==> src/rtl/uart_pkg.sv <==
// Shared constants and receiver state encoding for the UART write-side receiver.
// The PARITY state exists only when UART_PARITY_EN is defined.
package uart_pkg;

    localparam int OVERSAMPLE = 16;
    localparam int MID_SAMPLE = 8;

    typedef enum logic [2:0] {
        IDLE,
        START,
        DATA,
`ifdef UART_PARITY_EN
        PARITY,
`endif
        STOP,
        WAIT_IDLE
    } rx_state_e;

endpackage

==> src/rtl/uart_baud_tick.sv <==
// 16x-oversample tick generator: a down-counter that fires on terminal count
// and is re-phased by restart so sampling lines up with the start edge.
module uart_baud_tick #(
    parameter int BAUD_DIV = 27
) (
    input  logic wr_clk,
    input  logic wr_reset_n,
    input  logic restart,
    output logic tick
);

    localparam int CW = (BAUD_DIV > 1) ? $clog2(BAUD_DIV) : 1;
    localparam logic [CW-1:0] RELOAD = CW'(BAUD_DIV - 1);

    logic [CW-1:0] cnt_q;
    logic [CW-1:0] cnt_d;

    always_comb begin
        cnt_d = cnt_q - CW'(1);
        if (restart || (cnt_q == '0)) begin
            cnt_d = RELOAD;
        end
    end

    assign tick = (cnt_q == '0) && !restart;

    always_ff @(posedge wr_clk) begin
        if (!wr_reset_n) begin
            cnt_q <= '0;
        end else begin
            cnt_q <= cnt_d;
        end
    end

endmodule

==> src/rtl/uart_rx_wr.sv <==
// UART receiver that writes each good byte straight into a FIFO write port.
// Define UART_PARITY_EN to add an even-parity bit and the parity_err output.
module uart_rx_wr
    import uart_pkg::*;
#(
    parameter int BAUD_DIV  = 27,
    parameter int DATA_BITS = 8
) (
    input  logic                 wr_clk,
    input  logic                 wr_reset_n,
    input  logic                 rx,
    input  logic                 wr_full,
    input  logic                 err_clr,
    output logic                 wr_en,
    output logic [DATA_BITS-1:0] wr_data,
    output logic                 frame_err,
`ifdef UART_PARITY_EN
    output logic                 parity_err,
`endif
    output logic                 overrun
);

    localparam int BW = $clog2(DATA_BITS + 1);

    rx_state_e state_q, state_d;
    logic rx_s1_q, rx_s2_q, rx_s3_q;
    logic [3:0]           tick_cnt_q, tick_cnt_d;
    logic [BW-1:0]        bit_cnt_q, bit_cnt_d;
    logic [DATA_BITS-1:0] shreg_q, shreg_d;
    logic [DATA_BITS-1:0] wr_data_q, wr_data_d;
    logic wr_en_q, wr_en_d;
    logic frame_err_q, frame_err_d;
    logic overrun_q, overrun_d;
    logic ovr_set;
    logic par_ok;
    logic restart;
    logic tick;
    logic tick_mid;
    logic tick_last;
`ifdef UART_PARITY_EN
    logic par_bad_q, par_bad_d;
    logic parity_err_q, parity_err_d;
`endif

    uart_baud_tick #(.BAUD_DIV(BAUD_DIV)) u_tick (
        .wr_clk     (wr_clk),
        .wr_reset_n (wr_reset_n),
        .restart    (restart),
        .tick       (tick)
    );

    assign tick_mid  = tick && (tick_cnt_q == 4'(MID_SAMPLE - 1));
    assign tick_last = tick && (tick_cnt_q == 4'(OVERSAMPLE - 1));

`ifdef UART_PARITY_EN
    assign par_ok = !par_bad_q;
`else
    assign par_ok = 1'b1;
`endif

    always_comb begin
        state_d     = state_q;
        tick_cnt_d  = tick_cnt_q;
        bit_cnt_d   = bit_cnt_q;
        shreg_d     = shreg_q;
        wr_data_d   = wr_data_q;
        wr_en_d     = 1'b0;
        frame_err_d = 1'b0;
        ovr_set     = 1'b0;
        restart     = 1'b0;
`ifdef UART_PARITY_EN
        par_bad_d    = par_bad_q;
        parity_err_d = 1'b0;
`endif
        case (state_q)
            IDLE: begin
                if (!rx_s2_q && rx_s3_q) begin
                    state_d    = START;
                    tick_cnt_d = '0;
                    bit_cnt_d  = '0;
                    restart    = 1'b1;
`ifdef UART_PARITY_EN
                    par_bad_d  = 1'b0;
`endif
                end
            end
            START: begin
                if (tick_mid) begin
                    tick_cnt_d = '0;
                    state_d    = rx_s2_q ? IDLE : DATA;
                end else if (tick) begin
                    tick_cnt_d = tick_cnt_q + 4'd1;
                end
            end
            DATA: begin
                if (tick_last) begin
                    tick_cnt_d = '0;
                    shreg_d    = {rx_s2_q, shreg_q[DATA_BITS-1:1]};
                    bit_cnt_d  = bit_cnt_q + BW'(1);
                    if (bit_cnt_q == BW'(DATA_BITS - 1)) begin
`ifdef UART_PARITY_EN
                        state_d = PARITY;
`else
                        state_d = STOP;
`endif
                    end
                end else if (tick) begin
                    tick_cnt_d = tick_cnt_q + 4'd1;
                end
            end
`ifdef UART_PARITY_EN
            PARITY: begin
                if (tick_last) begin
                    tick_cnt_d   = '0;
                    par_bad_d    = ^{shreg_q, rx_s2_q};
                    parity_err_d = ^{shreg_q, rx_s2_q};
                    state_d      = STOP;
                end else if (tick) begin
                    tick_cnt_d = tick_cnt_q + 4'd1;
                end
            end
`endif
            STOP: begin
                if (tick_last) begin
                    tick_cnt_d = '0;
                    if (rx_s2_q) begin
                        state_d = IDLE;
                        if (par_ok) begin
                            if (wr_full) begin
                                ovr_set = 1'b1;
                            end else begin
                                wr_en_d   = 1'b1;
                                wr_data_d = shreg_q;
                            end
                        end
                    end else begin
                        frame_err_d = 1'b1;
                        state_d     = WAIT_IDLE;
                    end
                end else if (tick) begin
                    tick_cnt_d = tick_cnt_q + 4'd1;
                end
            end
            WAIT_IDLE: begin
                // tick_cnt marks that a tick has been seen with rx high; the
                // next tick with rx still high closes one full high interval.
                if (!rx_s2_q) begin
                    tick_cnt_d = '0;
                end else if (tick) begin
                    if (tick_cnt_q != '0) begin
                        state_d = IDLE;
                    end
                    tick_cnt_d = 4'd1;
                end
            end
            default: begin
                state_d = IDLE;
            end
        endcase
        overrun_d = (overrun_q && !err_clr) || ovr_set;
    end

    always_ff @(posedge wr_clk) begin
        if (!wr_reset_n) begin
            state_q     <= IDLE;
            rx_s1_q     <= 1'b1;
            rx_s2_q     <= 1'b1;
            rx_s3_q     <= 1'b1;
            tick_cnt_q  <= '0;
            bit_cnt_q   <= '0;
            shreg_q     <= '0;
            wr_data_q   <= '0;
            wr_en_q     <= 1'b0;
            frame_err_q <= 1'b0;
            overrun_q   <= 1'b0;
`ifdef UART_PARITY_EN
            par_bad_q    <= 1'b0;
            parity_err_q <= 1'b0;
`endif
        end else begin
            state_q     <= state_d;
            rx_s1_q     <= rx;
            rx_s2_q     <= rx_s1_q;
            rx_s3_q     <= rx_s2_q;
            tick_cnt_q  <= tick_cnt_d;
            bit_cnt_q   <= bit_cnt_d;
            shreg_q     <= shreg_d;
            wr_data_q   <= wr_data_d;
            wr_en_q     <= wr_en_d;
            frame_err_q <= frame_err_d;
            overrun_q   <= overrun_d;
`ifdef UART_PARITY_EN
            par_bad_q    <= par_bad_d;
            parity_err_q <= parity_err_d;
`endif
        end
    end

    assign wr_en     = wr_en_q;
    assign wr_data   = wr_data_q;
    assign frame_err = frame_err_q;
    assign overrun   = overrun_q;
`ifdef UART_PARITY_EN
    assign parity_err = parity_err_q;
`endif

endmodule

==> config.mk <==
export PLATFORM = sky130hd
export DESIGN_NAME = uart_rx_wr
export DESIGN_NICKNAME = d
export VERILOG_FILES = /design/src/rtl/uart_pkg.sv /design/src/rtl/uart_baud_tick.sv /design/src/rtl/uart_rx_wr.sv
export SDC_FILE = /design/constraint.sdc
export NUM_CORES = 1
export LEC_CHECK = 0
export CORE_ASPECT_RATIO = 0.8
export CORE_MARGIN = 2
export CORE_UTILIZATION = 47
export CTS_CLUSTER_DIAMETER = 200
export CTS_CLUSTER_SIZE = 40
export DETAILED_ROUTE_END_ITERATION = 8
export GPL_TIMING_DRIVEN = 0
export PLACE_DENSITY = 0.66
export SLEW_MARGIN = 15
export SYNTH_ARGS = -nofsm -noshare
export SYNTH_HDL_FRONTEND = slang
export SYNTH_HIERARCHICAL = 1
export SYNTH_SLANG_ARGS = --single-unit
export TNS_END_PERCENT = 20
==> constraint.sdc <==
create_clock -name wr_clk -period 4.3 [get_ports wr_clk]
set_input_delay 0.86 -clock wr_clk [delete_from_list [all_inputs] [get_ports wr_clk]]
set_output_delay 0.86 -clock wr_clk [all_outputs]
set_load 0.05 [all_outputs]
Word-level counts from Yosys, hierarchy flattened
Cells that the tools add are included. W data, S select, Z words.

Register bits: 38. Bits of input ports: 5. Logic and storage cells: 87.

Add/subtract/negate cells: 3. Eq/ne operators: 16. Muxes and demuxes: 29. Bitwise logic cells: 2. Reductions and logical operators: 24.

Operators with widths (number): $mux W4 (7); $mux W3 (9); $ne A2 B2 Y1 const B (8); $pmux W4 S4 (1); $pmux W3 S5 (1); $reduce_and A3 Y1 (3); $add A4 B1 Y4 const B (2); $eq A4 B3 Y1 const B (2); $mux W1 (8); $pmux W4 S2 (1); $reduce_and A4 Y1 (2); $reduce_and A8 Y1 (1); $reduce_bool A4 Y1 (2); $eq A3 B2 Y1 const B (2); $logic_and A1 B1 Y1 (5); $logic_not A5 Y1 (1); $mux W5 (1); $sub A5 B1 Y5 const B (1); $eq A4 B4 Y1 const B (1); $reduce_or A2 Y1 (2); $eq A3 B1 Y1 const B (1); $eq A3 B3 Y1 const B (1); $logic_not A1 Y1 (3); $logic_not A3 Y1 (1); 6 further kinds (8).

Logic depth before layout (Yosys ltp)
Gate-level depths: netlist (run 1).

Word-level depth: 10. Depth in mapped cells: 11.

Cells and area by module
The synthesis (run 1) kept the hierarchy.

Modules (own cells, without submodules): uart_rx_wr (instances 1, cells an instance 168, area each 1476.4 µm², seq. area each 660.6 µm²); uart_baud_tick (instances 1, cells an instance 20, area each 214.0 µm², seq. area each 100.1 µm²).

Worst setup path before layout (run 1)
Ideal clock, no wire load.

Path type: reg-to-reg. From: reg state_q[0]. To: reg bit_cnt_q[3]. Arrival time: 2.050 ns. Data required time: 4.186 ns. Path slack: 2.136 ns. Stages on the path, launching flop included: 11. Buffers on the path: 2. Clock period less this slack: 2.164 ns. Path through: dfxtp_1 > buf_2 > nor3_1 > nand3_1 > inv_1 > nor3_1 > buf_4 > nand3_2 > or4_1 > xor2_1 > nor2_1.

Longest elaborated chain between the ends: 7.

RTL lines: from (decl) (line uart_rx_wr.sv:25) `rx_state_e state_q, state_d;`; from (signal assigned) (line uart_rx_wr.sv:181) `state_q <= state_d;`; $logic_not A3 Y1 (line uart_rx_wr.sv:75) `case (state_q)`; $mux W1 (line uart_rx_wr.sv:75); named net restart (line uart_rx_wr.sv:36) `logic restart;`; $logic_not A1 Y1 (line uart_baud_tick.sv:25) `assign tick = (cnt_q == '0) && !restart;`; $logic_and A1 B1 Y1 (line uart_baud_tick.sv:25); named net tick (line uart_rx_wr.sv:37) `logic tick;`; $logic_and A1 B1 Y1 (line uart_rx_wr.sv:53) `assign tick_last = tick && (tick_cnt_q == 4'(OVERSAMPLE - 1));`; $ne A2 B2 Y1 (no source line); $reduce_and A3 Y1 (no source line); to (signal assigned) (line uart_rx_wr.sv:186) `bit_cnt_q <= bit_cnt_d;`; to (decl) (line uart_rx_wr.sv:28) `logic [BW-1:0] bit_cnt_q, bit_cnt_d;`.

The timed path passes the listed nets, and every way through them passes these cells. A chain may end at the register's enable or synchronous reset.

Final worst setup path (run 1)
From: reg state_q[0]. To: reg bit_cnt_q[1].

The elaborated chain is that of the path after synthesis.

==> results of run 1 <==
-- worst max-delay path, cell delays in order, from the launching register on --
cell and delay, ns:
dfxtp_1 0.49, buf_2 0.27, nor3_1 0.09, nand3_1 0.17, inv_1 0.08, nor3_1 0.18
buf_4 0.19, nand3_2 0.17, or3_1 0.38, clkbuf_1 0.23, nand3_1 0.16, a21oi_1 0.08
-- power groups by stage --
stage	logic, mW	clock network (mW)	registers [mW]
after floorplan	0.108	0	0.394
after global placement	0.128	0	0.396
after detailed placement	0.134	0	0.397
after CTS	0.135	0.262	0.389
after global routing	0.150	0.278	0.393
final	0.137	0.256	0.389
-- metrics by stage --
stage / cell area, um2 / hold WS, ns
after floorplan: 1690 / 0.386
after global placement: 1890 / 0.390
after detailed placement: 1890 / 0.394
after CTS: 1990 / 0.413
after global routing: 1990 / 0.440
final: 1990 / 0.410
-- cells in the mapped netlist --
cell type  count  area share
inv_1          9       0.020
o22ai_1        1      0.0037
nor2_1        15       0.033
o21ai_0        4       0.012
o21ba_4        1      0.0096
or4b_1         1      0.0059
o21ai_1        2      0.0059
nand3_2        1      0.0059
or4_1          1      0.0044
a21boi_0       2      0.0089
nor4_1         4       0.015
nand4_1        3       0.011
buf_6          1      0.0067
and3_1         4       0.015
nor3_1         4       0.012
o21a_1         1      0.0044
nand2_1       24       0.053
ha_1           4       0.030
or3_1          2      0.0074
clkbuf_1       4      0.0089
a311oi_1       1      0.0052
xnor2_1        3       0.016
a31oi_1        2      0.0074
a32oi_1        1      0.0052
buf_2          2      0.0059
or2_2          2      0.0074
nand3_1        5       0.015
nand2b_1       5       0.019
nand3b_2       1      0.0067
a211oi_2       1      0.0074
nand4b_2       1      0.0089
buf_4          1      0.0044
mux2i_1        9       0.053
nor2b_1        1      0.0037
a21oi_1       15       0.044
a21boi_1       3       0.013
a211oi_1       2      0.0089
xor2_1         3       0.016
nor3_4         2       0.019
dfxtp_1       38        0.45
o32ai_1        1      0.0052
or3b_4         1      0.0067
-- registers in the layout, indices dropped and copies added, names as in the netlist --
| signal | flops |
|---|---|
| bit_cnt_q | 4 |
| frame_err | 1 |
| overrun | 1 |
| rx_s1_q | 1 |
| rx_s2_q | 1 |
| rx_s3_q | 1 |
| shreg_q | 8 |
| state_q | 3 |
| tick_cnt_q | 4 |
| u_tick/cnt_q | 5 |
| wr_data | 8 |
| wr_en | 1 |
-- worst min-delay path by stage --
stage	depth (start not counted)	to	startpoint	slack [ns]
after floorplan	1	rx_s2_q$_SDFF_PN1_	rx_s1_q$_SDFF_PN1_	0.39
after global placement	1	rx_s2_q$_SDFF_PN1_	rx_s1_q$_SDFF_PN1_	0.39
after detailed placement	1	rx_s2_q$_SDFF_PN1_	rx_s1_q$_SDFF_PN1_	0.39
after CTS	1	rx_s2_q$_SDFF_PN1_	rx_s1_q$_SDFF_PN1_	0.41
after global routing	1	rx_s2_q$_SDFF_PN1_	rx_s1_q$_SDFF_PN1_	0.44
final	1	rx_s2_q$_SDFF_PN1_	rx_s1_q$_SDFF_PN1_	0.41
-- per-layer routing --
layer / track usage / vias to the layer above / wire, um
met4: 0.0782 / 0 / 55
met3: 0.0678 / 9 / 202
met1: 0.268 / 658 / 1740
li1: - / 697 / -
met5: 0 / - / 0
met2: 0.287 / 45 / 1580
-- cell type report --
| cell class | count | share of cell area |
|---|---|---|
| buffer | 8 | 0.0220 |
| clock buffer | 6 | 0.0415 |
| clock inverter | 2 | 0.00629 |
| inverter | 9 | 0.0170 |
| multi-input combinational | 133 | 0.429 |
| sequential | 38 | 0.383 |
| tap | 42 | 0.0264 |
| timing repair buffer | 15 | 0.0755 |
-- kinds of logic after synthesis --
family | Yosys count
AOI/OAI and AO/OA | 37
xor gates and xnor gates | 6
adders and majority gates | 4
buffers and inverters | 17
and+or+nand+nor | 77
muxes | 9
DFF | 38
==> results.sh, run 1 <==
export IMPL_drive_above_1_share=0.104
export IMPL_ir_drop_uv=331
export IMPL_clkPwrFrac=0.327
export IMPL_synth_xor_area_frac=0.0311
export IMPL_wl_mm=3.59
export IMPL_yosysSeqAreaShare=0.450
export IMPL_dr_pass1_iters=4
export IMPL_switching_power_mw=0.213
export IMPL_final_core_util=0.577
export IMPL_grt_max_degree=13
export IMPL_fmax_mhz=381
export IMPL_slew_headroom=0.633
export IMPL_multi_input_comb_area_um2=852
export IMPL_r2r_slack_ns=1.68
export IMPL_swShare=0.273
export IMPL_p_per_area_nw_per_um2=393
export IMPL_drv_slew=0
export IMPL_ctsResizeCount=0
export IMPL_antenna_found_initial=0
export IMPL_seqCellArea_um2=761
export IMPL_cp_startpoint="state_q[0]$_SDFFE_PN0P_"
export IMPL_critPathLaunchType="flip-flop"
export IMPL_postRouteAntennaNets=0
export IMPL_setup_tns_ns=0
export IMPL_place_inst=245
export IMPL_insertion_delay_ns=0.29
export IMPL_fp_coreArea_um2=3450
export IMPL_track_usage=0.196
export IMPL_crit_arrival_ns=2.78
export IMPL_seqPwrFrac=0.498
export IMPL_fin_crit_ns=2.62
export IMPL_crit_fanout=10
export IMPL_cp_required_ns=4.46
export IMPL_yosysWarningCount=6
export IMPL_via_count=1409
export IMPL_status="complete, no violations"
export IMPL_nets=219
export IMPL_rows=19
export IMPL_via_per_inst=5.57
export IMPL_die_y_um=57.6
export IMPL_max_cap_violations=0
export IMPL_setup_ws_ns=1.68
export IMPL_r2r_end="bit_cnt_q[1]$_SDFFE_PN0P_"
export IMPL_critPathKind="flip-flop to flip-flop"
export IMPL_root_buffer="clkbuf_8"
export IMPL_hold_class="flip-flop to flip-flop"
export IMPL_hold_violations=0
export IMPL_design_power_total_mw=0.781
export IMPL_cts_tree="built"
export IMPL_synth_area_um2=1690
export IMPL_synth_compound_area_frac=0.141
export IMPL_place_ws_ns=1.72
export IMPL_final_setup_viol_count=0
export IMPL_final_cells=253
export IMPL_yosys_cell_types_count=42
export IMPL_grt_pass1_vias=1356
export IMPL_cts_sinks=38
export IMPL_first_iter_violations=184
export IMPL_synthSimpleGateAreaFrac=0.249
export IMPL_cts_hold_buf=0
export IMPL_rsz0062_at_grt="false"
export IMPL_r2r_cells=11
export IMPL_final_common_cell="dfxtp_1"
export IMPL_yosys_register_bits=38
export IMPL_postSynthNetCount=197
export IMPL_power_leakage_nw=0.706
export IMPL_dp_hpwl_mm=2.51
export IMPL_final_cell_mix="dfxtp_1 (38), nand2_1 (24), a21oi_1 (15), nor2_1 (15), clkdlybuf4s50_1 (15)"
export IMPL_combinationalPowerShare=0.175
export IMPL_worst_pin_slew_ns=0.548
export IMPL_h_tree_depth=2
export IMPL_dieArea_um2=4100
export IMPL_post_cts_buffers=0
export IMPL_num_antenna_cells=0
export IMPL_gr_total_overflow=0
export IMPL_synth_top_family_by_area="simple AND/OR/NAND/NOR gates"
export IMPL_drc=0
export IMPL_endpoint_kind="flip-flop"
export IMPL_cts_buffer_depth=2
export IMPL_cts_buffers=5
export IMPL_die_x_um=71.1
export IMPL_wl_per_cell_um=14.2
export IMPL_ioPinCount=16
export IMPL_finalClockSkew_ns=0.00370
export IMPL_port_buffer_count=15
export IMPL_synthAdderAreaFrac=0.0296
export IMPL_clk_pin_slew_ns=0.07
export IMPL_syn_inst=188
export IMPL_endpoint="bit_cnt_q[1]$_SDFFE_PN0P_"
export IMPL_syn_mean_instance_area_um2=8.99
export IMPL_gp_congestion=0.941
export IMPL_area_delta_synth_final_pct=17.6
export IMPL_grt_pass1_wl_mm=6.20
export IMPL_fillerInstances=302
export IMPL_fin_crit_sh=0.610
export IMPL_start_util=0.490
export IMPL_muxShareOfSynthArea=0.0533
export IMPL_p_int_mw=0.568
export IMPL_reg2reg_from="state_q[0]$_SDFFE_PN0P_"
Note: power is estimated with default switching activity, not from simulation.
==> inputs of run 2 (changes only) <==
--- a/config.mk
+++ b/config.mk
@@ -12,7 +12,7 @@
 export CTS_CLUSTER_SIZE = 40
 export DETAILED_ROUTE_END_ITERATION = 8
 export GPL_TIMING_DRIVEN = 0
-export PLACE_DENSITY = 0.66
+export PLACE_DENSITY = 0.68
 export SLEW_MARGIN = 15
 export SYNTH_ARGS = -nofsm -noshare
 export SYNTH_HDL_FRONTEND = slang
==> constraint.sdc (replaced) <==
create_clock -name wr_clk -period 2.2 [get_ports wr_clk]
set_input_delay 0.44 -clock wr_clk [delete_from_list [all_inputs] [get_ports wr_clk]]
set_output_delay 0.44 -clock wr_clk [all_outputs]
set_load 0.05 [all_outputs]
==> results.sh, run 2 (synthesized netlist as in run 1, its figures left out) <==
export IMPL_num_antenna_cells=0
export IMPL_dr_pass1_iters=4
export IMPL_critPathLaunchType="flip-flop"
export IMPL_status="complete, no violations"
export IMPL_cp_required_ns=2.42
export IMPL_cts_buffers=5
export IMPL_hold_class="flip-flop to flip-flop"
export IMPL_first_iter_violations=119
export IMPL_rows=19
export IMPL_cp_startpoint="u_tick/cnt_q[0]$_SDFF_PP0_"
export IMPL_ioPinCount=16
export IMPL_die_y_um=57.6
export IMPL_h_tree_depth=2
export IMPL_final_setup_viol_count=0
export IMPL_cp_top_family="simple AND/OR/NAND/NOR gates"
export IMPL_critPathKind="flip-flop to flip-flop"
export IMPL_reg2reg_from="u_tick/cnt_q[0]$_SDFF_PP0_"
export IMPL_cpMaxStageDelayCell="or4b_4"
export IMPL_root_buffer="clkbuf_8"
export IMPL_max_cap_violations=0
export IMPL_crit_chain="inv_2, ha_4, or3b_4, nor3_2, buf_4, and3_4, a211oi_4, or4b_4, a21oi_2"
export IMPL_cts_sinks=38
export IMPL_fillerInstances=272
export IMPL_wl_per_cell_um=14.3
export IMPL_ir_drop_uv=595
export IMPL_hp_start="rx_s1_q$_SDFF_PN1_"
export IMPL_design_power_total_mw=1.74
export IMPL_insertion_delay_ns=0.30
export IMPL_cp_depth=9
export IMPL_placed_cell_area_um2=1890
export IMPL_dp_hpwl_mm=2.53
export IMPL_track_usage=0.203
export IMPL_grt_pass1_wl_mm=6.42
export IMPL_fmax_mhz=457
export IMPL_crit_fanout=6
export IMPL_fin_crit_ns=2.19
export IMPL_seqCellArea_um2=768
export IMPL_via_count=1475
export IMPL_holdPathStages=1
export IMPL_crit_buf_inv=2
export IMPL_crit_arrival_ns=2.41
export IMPL_cts_tree="built"
export IMPL_p_per_area_nw_per_um2=803
export IMPL_via_per_inst=5.67
export IMPL_clk_pin_slew_ns=0.07
export IMPL_stdcell_area_um2=2160
export IMPL_grt_max_degree=13
export IMPL_multi_input_comb_area_um2=937
export IMPL_slowest_delay_ns=0.50
export IMPL_antenna_found_initial=0
export IMPL_fin_crit_sh=0.995
export IMPL_nets=226
export IMPL_fp_coreArea_um2=3450
export IMPL_final_common_cell="dfxtp_1"
export IMPL_worst_pin_slew_ns=0.517
export IMPL_start_util=0.490
export IMPL_wl_mm=3.73
export IMPL_place_inst=245
export IMPL_dieArea_um2=4100
export IMPL_postRouteAntennaNets=0
export IMPL_gp_congestion=0.898
export IMPL_drc=0
export IMPL_drive_above_1_share=0.216
export IMPL_r2r_cells=9
export IMPL_endpoint_kind="flip-flop"
export IMPL_hold_violations=0
export IMPL_rsz0062_at_grt="true"
export IMPL_finalClockSkew_ns=0.00915
export IMPL_port_buffer_count=15
export IMPL_drv_slew=0
export IMPL_final_cells=260
export IMPL_gr_total_overflow=0
export IMPL_slew_headroom=0.656
export IMPL_cts_buffer_depth=2
export IMPL_grt_pass1_vias=1408
export IMPL_area_delta_synth_final_pct=28.0
export IMPL_power_leakage_nw=0.764
export IMPL_die_x_um=71.1
export IMPL_final_cell_mix="dfxtp_1 (34), nand2_1 (24), nor2_1 (15), clkdlybuf4s50_1 (15), a21oi_1 (13)"
-- run 2: cell type report --
type	instances	area share
clock buffers	7	0.0353
well taps	42	0.0243
inverters	9	0.0156
repair buffers	23	0.103
plain buffers	7	0.0197
flip-flops and latches	38	0.355
multi-input cells	133	0.433
clock inverters	1	0.0139
-- run 2: through the flow --
step | setup TNS [ns] | hold WS (ns) | utilization | worst slack (ns)
final | 0 | 0.419 | 0.628 | 0.0118
after global routing | -0.744 | 0.431 | 0.628 | -0.105
after CTS | -0.0700 | 0.422 | 0.612 | -0.0382
after detailed placement | -7.18 | 0.404 | 0.549 | -0.375
after global placement | -6.71 | 0.394 | 0.549 | -0.338
after floorplan | 0 | 0.386 | - | 0.0361
-- run 2: report_power, final --
part           internal (mW)  switching, mW  total (mW)
clock                  0.339          0.242       0.582
sequential             0.734         0.0354       0.769
combinational          0.210          0.176       0.386
total                   1.28          0.454        1.74
-- run 2: what timing repair did --
action,in CTS,in global routing
endpoints found under the setup margin,24,24
setup buffers,6,2
hold buffers,0,0
resized for setup,14,13
pin swaps,4,8
-- run 2: worst paths after layout --
check,slack (ns),to
min,0.42,rx_s2_q$_SDFF_PN1_
min reg2reg,0.42,rx_s2_q$_SDFF_PN1_
max,0.01,state_q[0]$_SDFFE_PN0P_
max reg2reg,0.01,state_q[0]$_SDFFE_PN0P_
-- run 2: metal layers --
layer | up-vias | routed length, um | track usage
met5 | - | 0 | 0
met3 | 7 | 280 | 0.0870
met2 | 49 | 1660 | 0.304
met4 | 0 | 48 | 0.0943
met1 | 701 | 1740 | 0.257
li1 | 718 | - | -
==> inputs of run 3 (changes only) <==
--- a/config.mk
+++ b/config.mk
@@ -13,6 +13,7 @@
 export DETAILED_ROUTE_END_ITERATION = 8
 export GPL_TIMING_DRIVEN = 0
 export PLACE_DENSITY = 0.68
+export SETUP_SLACK_MARGIN = 0.05
 export SLEW_MARGIN = 15
 export SYNTH_ARGS = -nofsm -noshare
 export SYNTH_HDL_FRONTEND = slang
==> results.sh, run 3 (synthesized netlist as in run 1, its figures left out) <==
export IMPL_status="complete, no violations"
export IMPL_fin_crit_ns=2.18
export IMPL_postRouteAntennaNets=0
export IMPL_critPathLaunchType="flip-flop"
export IMPL_h_tree_depth=2
export IMPL_area_delta_synth_final_pct=29.5
export IMPL_rsz0062_at_grt="true"
export IMPL_fin_crit_sh=0.990
export IMPL_hp_start="rx_s1_q$_SDFF_PN1_"
export IMPL_ir_drop_uv=540
export IMPL_finalClockSkew_ns=0.00725
export IMPL_swShare=0.265
export IMPL_cts_sinks=38
export IMPL_grt_pass1_wl_mm=6.18
export IMPL_r2r_slack_ns=0.02
export IMPL_wl_per_cell_um=14.6
export IMPL_via_per_inst=5.60
export IMPL_cp_required_ns=2.42
export IMPL_reg2reg_from="u_tick/cnt_q[0]$_SDFF_PP0_"
export IMPL_switching_power_mw=0.451
export IMPL_fp_coreArea_um2=3450
export IMPL_slew_headroom=0.663
export IMPL_final_cell_mix="dfxtp_1 (34), nand2_1 (22), nor2_1 (15), clkdlybuf4s50_1 (15), a21oi_1 (14)"
export IMPL_critPathKind="flip-flop to flip-flop"
export IMPL_clk_pin_slew_ns=0.07
export IMPL_p_per_area_nw_per_um2=777
export IMPL_max_cap_violations=0
export IMPL_cts_tree="built"
export IMPL_drc=0
export IMPL_crit_arrival_ns=2.40
export IMPL_via_count=1472
export IMPL_combinationalPowerShare=0.206
export IMPL_wl_mm=3.85
export IMPL_gp_congestion=0.925
export IMPL_grt_pass1_vias=1347
export IMPL_endpoint_kind="flip-flop"
export IMPL_root_buffer="clkbuf_8"
export IMPL_insertion_delay_ns=0.29
export IMPL_nets=229
export IMPL_min_to="rx_s2_q$_SDFF_PN1_"
export IMPL_grt_max_degree=13
export IMPL_dp_hpwl_mm=2.57
export IMPL_drv_slew=0
export IMPL_num_antenna_cells=0
export IMPL_r2r_cells=9
export IMPL_ioPinCount=16
export IMPL_seqPwrFrac=0.451
export IMPL_gr_total_overflow=0
export IMPL_power_leakage_nw=0.772
export IMPL_die_y_um=57.6
export IMPL_holdPathStages=1
export IMPL_final_core_util=0.635
export IMPL_worst_pin_slew_ns=0.504
export IMPL_final_setup_viol_count=0
export IMPL_cts_buffer_depth=2
export IMPL_cts_hold_buf=0
export IMPL_fmax_mhz=459
export IMPL_drive_above_1_share=0.226
export IMPL_final_common_cell="dfxtp_1"
export IMPL_dieArea_um2=4100
export IMPL_r2r_end="state_q[0]$_SDFFE_PN0P_"
export IMPL_design_power_total_mw=1.70
export IMPL_p_int_mw=1.25
export IMPL_antenna_found_initial=0
export IMPL_clkPwrFrac=0.343
export IMPL_hold_class="flip-flop to flip-flop"
export IMPL_port_buffer_count=15
export IMPL_die_x_um=71.1
export IMPL_start_util=0.490
export IMPL_track_usage=0.192
export IMPL_hold_violations=0
export IMPL_dr_pass1_iters=4
export IMPL_crit_fanout=5
export IMPL_rows=19
export IMPL_first_iter_violations=166
export IMPL_cts_buffers=5
## run 3: layer usage
metal,track usage,routed length (um),vias up
met5,0,0,-
met4,0.0539,39,0
met3,0.0609,313,6
met2,0.307,1880,60
met1,0.254,1610,688
li1,-,-,718
## run 3: stage by stage
stage | worst slack [ns] | area [um2] | setup TNS, ns | hold slack [ns] | instances
floorplan | 0.0549 | 1690 | 0 | 0.386 | 188
global placement | -0.288 | 1900 | -5.60 | 0.393 | 245
detailed placement | -0.301 | 1900 | -5.81 | 0.406 | 245
CTS | 0.0178 | 2110 | 0 | 0.428 | 258
global route | -0.0715 | 2190 | -0.232 | 0.442 | 263
finish | 0.0231 | 2190 | 0 | 0.420 | 263
## run 3: critical path, stage by stage (launching register included)
cell and delay, ns:
dfxtp_2 0.33, inv_2 0.07, ha_4 0.13, or3b_4 0.37, nor3_2 0.11, buf_4 0.17, and3_4 0.21, a211oi_4 0.08
or4b_1 0.50, a21oi_2 0.12
## run 3: power by group through the flow
stage	Clock [mW]	Sequential, mW	Combinational, mW
final	0.583	0.767	0.351
after global placement	0	0.775	0.251
after floorplan	0	0.771	0.212
after CTS	0.594	0.767	0.338
after global routing	0.624	0.774	0.387
after detailed placement	0	0.778	0.266
## run 3: final cells by class
type / count / area [um2]
inverters: 9 / 33.8
well taps: 42 / 52.6
fillers: 277 / 1260
clock buffers: 7 / 76.3
multi-input cells: 133 / 937
repair buffers: 26 / 245
plain buffers: 7 / 46.3
clock inverters: 1 / 30.0
flip-flops and latches: 38 / 768
## run 3: timing repair
item                                    CTS  global route
gates resized for setup                  14            12
pin swaps                                 3            11
buffers inserted                          6             5
endpoints found under the setup margin   24            21
## run 3: worst max-delay path by stage
stage	slack, ns	cells past startpoint	end	from
2_1_floorplan	0.05	9	bit_cnt_q[3]$_SDFFE_PN0P_	u_tick/cnt_q[0]$_SDFF_PP0_
3_3_place_gp	-0.29	11	bit_cnt_q[1]$_SDFFE_PN0P_	state_q[0]$_SDFFE_PN0P_
3_5_place_dp	-0.30	11	bit_cnt_q[0]$_SDFFE_PN0P_	state_q[0]$_SDFFE_PN0P_
4_1_cts	0.02	10	tick_cnt_q[1]$_SDFFE_PN0P_	state_q[0]$_SDFFE_PN0P_
5_1_grt	-0.07	9	state_q[0]$_SDFFE_PN0P_	u_tick/cnt_q[0]$_SDFF_PP0_
6_report	0.02	9	state_q[0]$_SDFFE_PN0P_	u_tick/cnt_q[0]$_SDFF_PP0_
